==> src/rtl/c_core_reset_pkg.sv <==
// Shared types and constants for the core reset sequencer.
package c_core_reset_pkg;

    // Sequencer states: both resets held, peripheral released, fully running.
    typedef enum logic [1:0] {
        StAssert    = 2'd0,
        StRelPeriph = 2'd1,
        StRun       = 2'd2
    } seq_state_e;

    localparam int unsigned ResetCountWidth = 16;
    localparam logic [ResetCountWidth-1:0] ResetCountSat = '1;

endpackage

==> src/rtl/c_core_reset_sync.sv <==
// N-stage synchronizer for the raw reset request; all flops reset to 1 so a
// request is assumed while rst_ni is low.
module c_core_reset_sync #(
    parameter int unsigned STAGES = 2
) (
    input  logic clk_i,
    input  logic rst_ni,
    input  logic d_i,
    output logic q_o
);

    logic [STAGES-1:0] sync_q;

    // Shift the asynchronous input through the synchronizer chain.
    always_ff @(posedge clk_i or negedge rst_ni) begin
        if (!rst_ni) begin
            sync_q <= '1;
        end else begin
            sync_q <= {sync_q[STAGES-2:0], d_i};
        end
    end

    assign q_o = sync_q[STAGES-1];

endmodule

==> src/rtl/c_core_reset_sequencer.sv <==
// Turns a raw asynchronous reset request into a sequenced reset pair:
// peripheral reset released first, core reset RELEASE_GAP cycles later.
// Enforces a minimum assertion width, pulses reset_done_o on core release and
// counts re-entries into reset.
// Optional: define C_CORE_RESET_SEQ_GLITCH_FILTER_EN to insert a stability
// filter of FILTER_CYCLES between the synchronizer and the FSM.
module c_core_reset_sequencer
    import c_core_reset_pkg::*;
#(
    parameter int unsigned SYNC_STAGES       = 2,
    parameter int unsigned MIN_ASSERT_CYCLES = 16,
    parameter int unsigned RELEASE_GAP       = 4,
    parameter int unsigned FILTER_CYCLES     = 4,
    parameter logic [ResetCountWidth-1:0] COUNT_SAT = ResetCountSat
) (
    input  logic                       clk_i,
    input  logic                       rst_ni,
    input  logic                       req_i,
    output logic                       periph_reset_o,
    output logic                       core_reset_o,
    output logic                       reset_done_o,
    output logic [ResetCountWidth-1:0] reset_count_o
);

    localparam int unsigned CntMax = (MIN_ASSERT_CYCLES > RELEASE_GAP) ?
                                     MIN_ASSERT_CYCLES : RELEASE_GAP;
    localparam int unsigned CntW   = $clog2(CntMax + 1);
    localparam logic [CntW-1:0] AssertLast = CntW'(MIN_ASSERT_CYCLES - 1);
    localparam logic [CntW-1:0] GapLast    = CntW'(RELEASE_GAP - 1);

    logic req_s;
    logic req_fsm;

    c_core_reset_sync #(
        .STAGES(SYNC_STAGES)
    ) u_sync (
        .clk_i (clk_i),
        .rst_ni(rst_ni),
        .d_i   (req_i),
        .q_o   (req_s)
    );

`ifdef C_CORE_RESET_SEQ_GLITCH_FILTER_EN
    localparam int unsigned FiltW = $clog2(FILTER_CYCLES + 1);
    localparam logic [FiltW-1:0] FiltLast = FiltW'(FILTER_CYCLES - 1);

    logic             filt_q, filt_d;
    logic [FiltW-1:0] filt_cnt_q, filt_cnt_d;

    // Accept a new request level only after it has been stable long enough.
    always_comb begin
        filt_d     = filt_q;
        filt_cnt_d = '0;
        if (req_s != filt_q) begin
            if (filt_cnt_q == FiltLast) begin
                filt_d = req_s;
            end else begin
                filt_cnt_d = filt_cnt_q + 1'b1;
            end
        end
    end

    // Filter state register; the filtered level starts as "requesting".
    always_ff @(posedge clk_i or negedge rst_ni) begin
        if (!rst_ni) begin
            filt_q     <= 1'b1;
            filt_cnt_q <= '0;
        end else begin
            filt_q     <= filt_d;
            filt_cnt_q <= filt_cnt_d;
        end
    end

    assign req_fsm = filt_q;
`else
    logic unused_filter_cfg;
    assign unused_filter_cfg = ^FILTER_CYCLES;
    assign req_fsm = req_s;
`endif

    seq_state_e                 state_q, state_d;
    logic [CntW-1:0]            cnt_q, cnt_d;
    logic                       periph_q, core_q, done_q, done_d;
    logic [ResetCountWidth-1:0] count_q, count_d;
    logic                       count_inc;

    // Next-state logic; the request check wins over gap expiry in StRelPeriph.
    always_comb begin
        state_d   = state_q;
        cnt_d     = cnt_q;
        done_d    = 1'b0;
        count_inc = 1'b0;
        unique case (state_q)
            StAssert: begin
                if (cnt_q == AssertLast) begin
                    if (!req_fsm) begin
                        state_d = StRelPeriph;
                        cnt_d   = '0;
                    end
                end else begin
                    cnt_d = cnt_q + 1'b1;
                end
            end
            StRelPeriph: begin
                if (req_fsm) begin
                    state_d   = StAssert;
                    cnt_d     = '0;
                    count_inc = 1'b1;
                end else if (cnt_q == GapLast) begin
                    state_d = StRun;
                    cnt_d   = '0;
                    done_d  = 1'b1;
                end else begin
                    cnt_d = cnt_q + 1'b1;
                end
            end
            StRun: begin
                if (req_fsm) begin
                    state_d   = StAssert;
                    cnt_d     = '0;
                    count_inc = 1'b1;
                end
            end
            default: begin
                state_d = StAssert;
                cnt_d   = '0;
            end
        endcase
        count_d = (count_inc && (count_q != COUNT_SAT)) ? count_q + 1'b1 : count_q;
    end

    // State and registered outputs, decoded from the next state so they move
    // on the same edge as the FSM.
    always_ff @(posedge clk_i or negedge rst_ni) begin
        if (!rst_ni) begin
            state_q  <= StAssert;
            cnt_q    <= '0;
            periph_q <= 1'b1;
            core_q   <= 1'b1;
            done_q   <= 1'b0;
            count_q  <= '0;
        end else begin
            state_q  <= state_d;
            cnt_q    <= cnt_d;
            periph_q <= (state_d == StAssert);
            core_q   <= (state_d != StRun);
            done_q   <= done_d;
            count_q  <= count_d;
        end
    end

    assign periph_reset_o = periph_q;
    assign core_reset_o   = core_q;
    assign reset_done_o   = done_q;
    assign reset_count_o  = count_q;

endmodule

==> config.mk <==
export PLATFORM = sky130hd
export DESIGN_NAME = c_core_reset_sequencer
export DESIGN_NICKNAME = d
export VERILOG_FILES = /design/src/rtl/c_core_reset_pkg.sv /design/src/rtl/c_core_reset_sync.sv /design/src/rtl/c_core_reset_sequencer.sv
export SDC_FILE = /design/constraint.sdc
export NUM_CORES = 1
export LEC_CHECK = 0
export ABC_AREA = 1
export BUFFER_PORTS_ARGS = -buffer_cell sky130_fd_sc_hd__buf_2
export CORE_UTILIZATION = 39
export DETAILED_ROUTE_END_ITERATION = 10
export GPL_ROUTABILITY_DRIVEN = 0
export PLACE_DENSITY_LB_ADDON = 0.08
export SLEW_MARGIN = 20
export SYNTH_ARGS = -nofsm -noshare
export SYNTH_HDL_FRONTEND = slang
export SYNTH_HIERARCHICAL = 1
export SYNTH_SLANG_ARGS = --single-unit
==> constraint.sdc <==
create_clock -name clk_i -period 3.5 [get_ports clk_i]
set_input_delay 0 -clock clk_i [delete_from_list [all_inputs] [get_ports clk_i]]
set_output_delay 0 -clock clk_i [all_outputs]
set_load 0.005 [all_outputs]
* After elaboration in Yosys (flattened, before gate mapping)
Cells that the tools add are included.
** Operators by class
- Add/sub/neg operators :: 2
- Reduce and logical (&&, ||, !) cells :: 5
- Equal/unequal tests :: 8
- Muxes and demuxes :: 17
** Operators by type and width (number)
- $mux W5 :: 5
- $add A16 B1 Y16 const B :: 1
- $ne A16 B16 Y1 const B :: 1
- $pmux W5 S3 :: 1
- $mux W2 :: 5
- $pmux W2 S3 :: 1
- $add A5 B1 Y5 const B :: 1
- $eq A5 B2 Y1 const B :: 1
- $eq A5 B4 Y1 const B :: 1
- $mux W1 :: 5
- $logic_not A2 Y1 :: 2
- $ne A3 B3 Y1 const B :: 1
- $eq A2 B1 Y1 const B :: 1
- $eq A2 B2 Y1 const B :: 1
- $ne A2 B1 Y1 const B :: 1
- $ne A2 B2 Y1 const B :: 1
- $reduce_and A2 Y1 :: 1
- $reduce_or A2 Y1 :: 1
- $logic_and A1 B1 Y1 :: 1
** Storage, ports and cells
- Register bits after elaboration :: 28
- Logic and storage cells :: 39
- Bits of input ports :: 3
- Output and inout port bits :: 19

* Longest topological paths before layout
- Depth after elaboration :: 5
- Depth in mapped cells :: 12
- Depth with buffers taken out :: 12

* By module
The synthesis kept the hierarchy.
** Modules (own cells, without submodules)
- c_core_reset_sequencer :: instances 1, sequential area each 653.1 um^2, cells an instance 221, area an instance 1639.1 um^2
- c_core_reset_sync :: instances 1, sequential area each 52.6 um^2, cells an instance 2, area an instance 52.6 um^2

* Worst setup path before layout
No wires, ideal clock.
- Path kind :: reg-to-reg
- Start point :: reg cnt_q[0]
- End point :: reg cnt_q[3]
- Setup slack :: 1933 ps
- Path buffers :: 0
- Arrival time :: 1484 ps
- Required time :: 3417 ps
- Stages on the path, launching flop included :: 10
- Setup time :: 83 ps
- Clock period less this slack :: 1567 ps
- Cells stage by stage :: dfrtp_1 > ha_1 > nand2_1 > nor2_1 > ha_1 > nand3_1 > nand2_1 > a21oi_1 > nand2_1 > o21ai_0
** Between the ends
- Word-level cells in the longest chain between the ends :: 4
- Elaborated cells between the ends (all ways) :: 9
- Classes of those cells :: add/sub: 1; eq/ne: 3; mux: 4; reduce/logical: 1
** Ends and longest elaborated chain
- start: declaration :: RTL line c_core_reset_sequencer.sv:82 : logic [CntW-1:0] cnt_q, cnt_d;
- start signal: assignment :: RTL line c_core_reset_sequencer.sv:144 : cnt_q <= cnt_d;
- $add A5 B1 Y5 or $eq A5 B2 Y1 (tied branches) :: RTL line c_core_reset_sequencer.sv:101, c_core_reset_sequencer.sv:114, c_core_reset_sequencer.sv:109
- $mux W5 :: RTL line c_core_reset_sequencer.sv:109 : end else if (cnt_q == GapLast) begin
- $mux W5 :: RTL line c_core_reset_sequencer.sv:105 : if (req_fsm) begin
- $pmux W5 S3 :: RTL line c_core_reset_sequencer.sv:93 : unique case (state_q)
Parallel ways exist; a longest one is shown, timed or not.
A chain may end at the register's enable or synchronous reset.

* Final worst setup path
- Start point :: reg count_q[0] (netlist: reset_count_o[0])
- End point :: reg count_q[3] (netlist: reset_count_o[3])
** Between the ends
- Word-level cells in the longest chain between the ends :: 2
- Elaborated cells between the ends (all ways) :: 3
- Classes of those cells :: add/sub: 1; eq/ne: 1; reduce/logical: 1
** Ends and longest elaborated chain
- start: declaration :: RTL line c_core_reset_sequencer.sv:84 : logic [ResetCountWidth-1:0] count_q, count_d;
- start signal: assignment :: RTL line c_core_reset_sequencer.sv:148 : count_q <= count_d;
- branches (longest 2 deep; another with $add A16 B1 Y16)
Several ways; the timed one is not identified.

==> reports/qor.yml <==
grt_pass1_wl_um: 5740
clock_path_buffers: 2
min_period_ps: 2050
syn_nets: 234
io_pins: 22
die_x_um: 67.9
ant_nets: 0
setup_slack_ps: 1450
nFillCells: 421
hp-class: "in2async"
netlist_area_mm2: 0.00169
multi_input_area_um2: 858
start_kind: "flop"
fin_skew_ps: 3.04
critPathMaxFanout: 20
yosys_most_used_dff: "dfrtp_1"
antenna_found_initial: 0
final_nets: 260
r2r_slack_ps: 1450
holdWs_ps: 268
yosysSeqAreaShare_pct: 41.7
drt-total-wl_um: 3370
syn_inst: 223
post_drt_wl_per_cell_um: 11.3
ir_drop_uv: 251
worstSetupEndpointType: "flop"
cp.required_ps: 3710
synth-seq-cells: 28
cts_tree: "yes"
p_leak_nw: 0.936
path_class: "reg2reg"
r2r_start: "reset_count_o[0]"
via_per_inst: 4.72
dp_cells: 292
dpl-instance-area_mm2: 0.00184
rsz0062_at_grt: "false"
grt_pass1_vias: 1255
syn_avg_cell_area_um2: 7.59
htree_levels: 1
ff2ff_path_depth: 8
num_antenna_cells: 0
cts-root-buf: "clkbuf_8"
finish.utilization_pct: 46.8
hpwl_um: 2470
setup_viol: 0
grt_max_degree: 29
place_ws_ps: 1420
regArea_um2: 706
synth.distinct_cells: 22
rows: 23
area_delta_synth_final_pct: 13.0
clock_latency_ps: 280
synthArstFlopShare_pct: 100
maxCapViolations: 0
cts.sinks: 28
dieArea_mm2: 0.00460
grtUsageTotal_pct: 16.7
synth-edff-count: 0
r2r_end: "reset_count_o[3]"
cts_buffers: 3
cts_resized: 0
drc: 0
design_area_mm2: 0.00191
drive_gt1_share_pct: 18.5
setup_tns_ps: 0
status: "finished, final reports clean"
max_slew_margin_pct: 38.5
drt_iter0_drc: 60
fin_cells: 298
hold_viol: 0
drtPass1Iterations: 4
finalMaxSlewViolations: 0
initial_utilization_pct: 41.4
die_h_um: 67.9
max_freq_mhz: 488
via_count: 1407
arrival_ps: 2260
io_buffer_count: 21
synth-warning-count: 6
period_share_pct: 58.6
clk_pin_slew_ps: 100
fin_total_pwr_uw: 983
coreArea_mm2: 0.00409
powerDensity_mw_per_mm2: 514
worstMarginPinSlew_ps: 921
overflow: 0
[cell usage in the layout, fill, tap and decap left out]
cell type,netlist,final
a21oi_1,1,1
o21ai_2,7,7
a21boi_0,1,1
inv_1,27,27
nand2_2,2,2
nand2_4,1,1
nor2_2,2,2
nor2_1,19,19
nand3_1,14,14
xnor2_1,3,3
nor2_4,2,2
dfrtp_1,24,24
nand4_1,7,7
dfstp_2,4,4
o21ai_0,11,11
clkbuf_8,0,4
a31o_2,1,1
inv_2,1,1
nand2_1,82,82
ha_1,8,8
dlygate4sd3_1,0,2
o21ai_4,1,1
buf_2,0,21
xor2_1,3,3
[worst max-delay path, cell delays in order (launching register included)]
cell	delay (ps)
dfrtp_1	460
ha_1	310
inv_2	100
nor2_4	60
nand2_4	80
nor2_2	40
nor2_2	690
nand2_1	160
o21ai_2	90
[layout make-up]
class / instances / share of cell area [%]
Multi-Input combinational cell: 165 / 44.9
Sequential cell: 28 / 36.9
Timing Repair Buffer: 23 / 6.54
Inverter: 28 / 5.50
Tap cell: 50 / 3.27
Clock buffer: 4 / 2.88
[cell usage after synthesis (2+ instances only)]
cell	instances	area (um2)
ha_1	8	100
nand3_1	14	70.1
o21ai_0	11	55.1
xnor2_1	3	26.3
dfrtp_1	24	601
dfstp_2	4	105
nand4_1	7	43.8
nand2_1	82	308
nor2_1	19	71.3
nor2_4	2	22.5
buf_6	2	22.5
inv_1	27	101
o21ai_2	7	61.3
nor2_2	2	12.5
nand2_2	2	12.5
xor2_1	3	26.3
[state kept, by name (all words and copies together) (netlist names)]
| signal | cells |
|---|---|
| u_sync/sync_q | 2 |
| reset_done_o | 1 |
| cnt_q | 5 |
| periph_reset_o | 1 |
| core_reset_o | 1 |
| state_q | 2 |
| reset_count_o | 16 |
[worst max path at each step]
stage,from,to,slack (ps),depth (start not counted)
global placement,reset_count_o[0],reset_count_o[12],1500,8
finish,reset_count_o[0],reset_count_o[3],1450,8
CTS,reset_count_o[0],reset_count_o[3],1400,8
floorplan,cnt_q[0],cnt_q[3],1930,9
global route,reset_count_o[0],reset_count_o[14],1260,8
detailed placement,reset_count_o[0],reset_count_o[3],1420,8
[logic make-up after synthesis]
logic type      Yosys count  share of synthesized area [%]
simple gates            129                           32.6
buf+inv                  30                           7.54
compound gates           22                           9.10
xor+xnor                  6                           3.11
fa+ha+maj                 8                           5.92
flops                    28                           41.7
[layer usage]
layer  global-route usage, %  vias to the layer above  routed length, um
met1                    26.2                      624               1860
met5                       0                        -                  0
met4                    6.25                        0                 44
met2                    22.9                       27               1350
li1                        -                      752                  -
met3                    2.00                        4                123
[where the power goes]
group	total (mW)	internal (mW)	switching [mW]	leakage, nW
Sequential	0.441	0.385	0.0558	0.367
Clock	0.207	0.101	0.106	0.0288
Combinational	0.335	0.123	0.212	0.540
Total	0.983	0.609	0.374	0.936
[timing repair]
action                                  in CTS  in global routing
hold buffers                                 2                  0
hold endpoints to repair                    25                  0
buffers inserted                             0                  0
endpoints found under the setup margin       0                  0
Power figures use the tool's default switching activity.
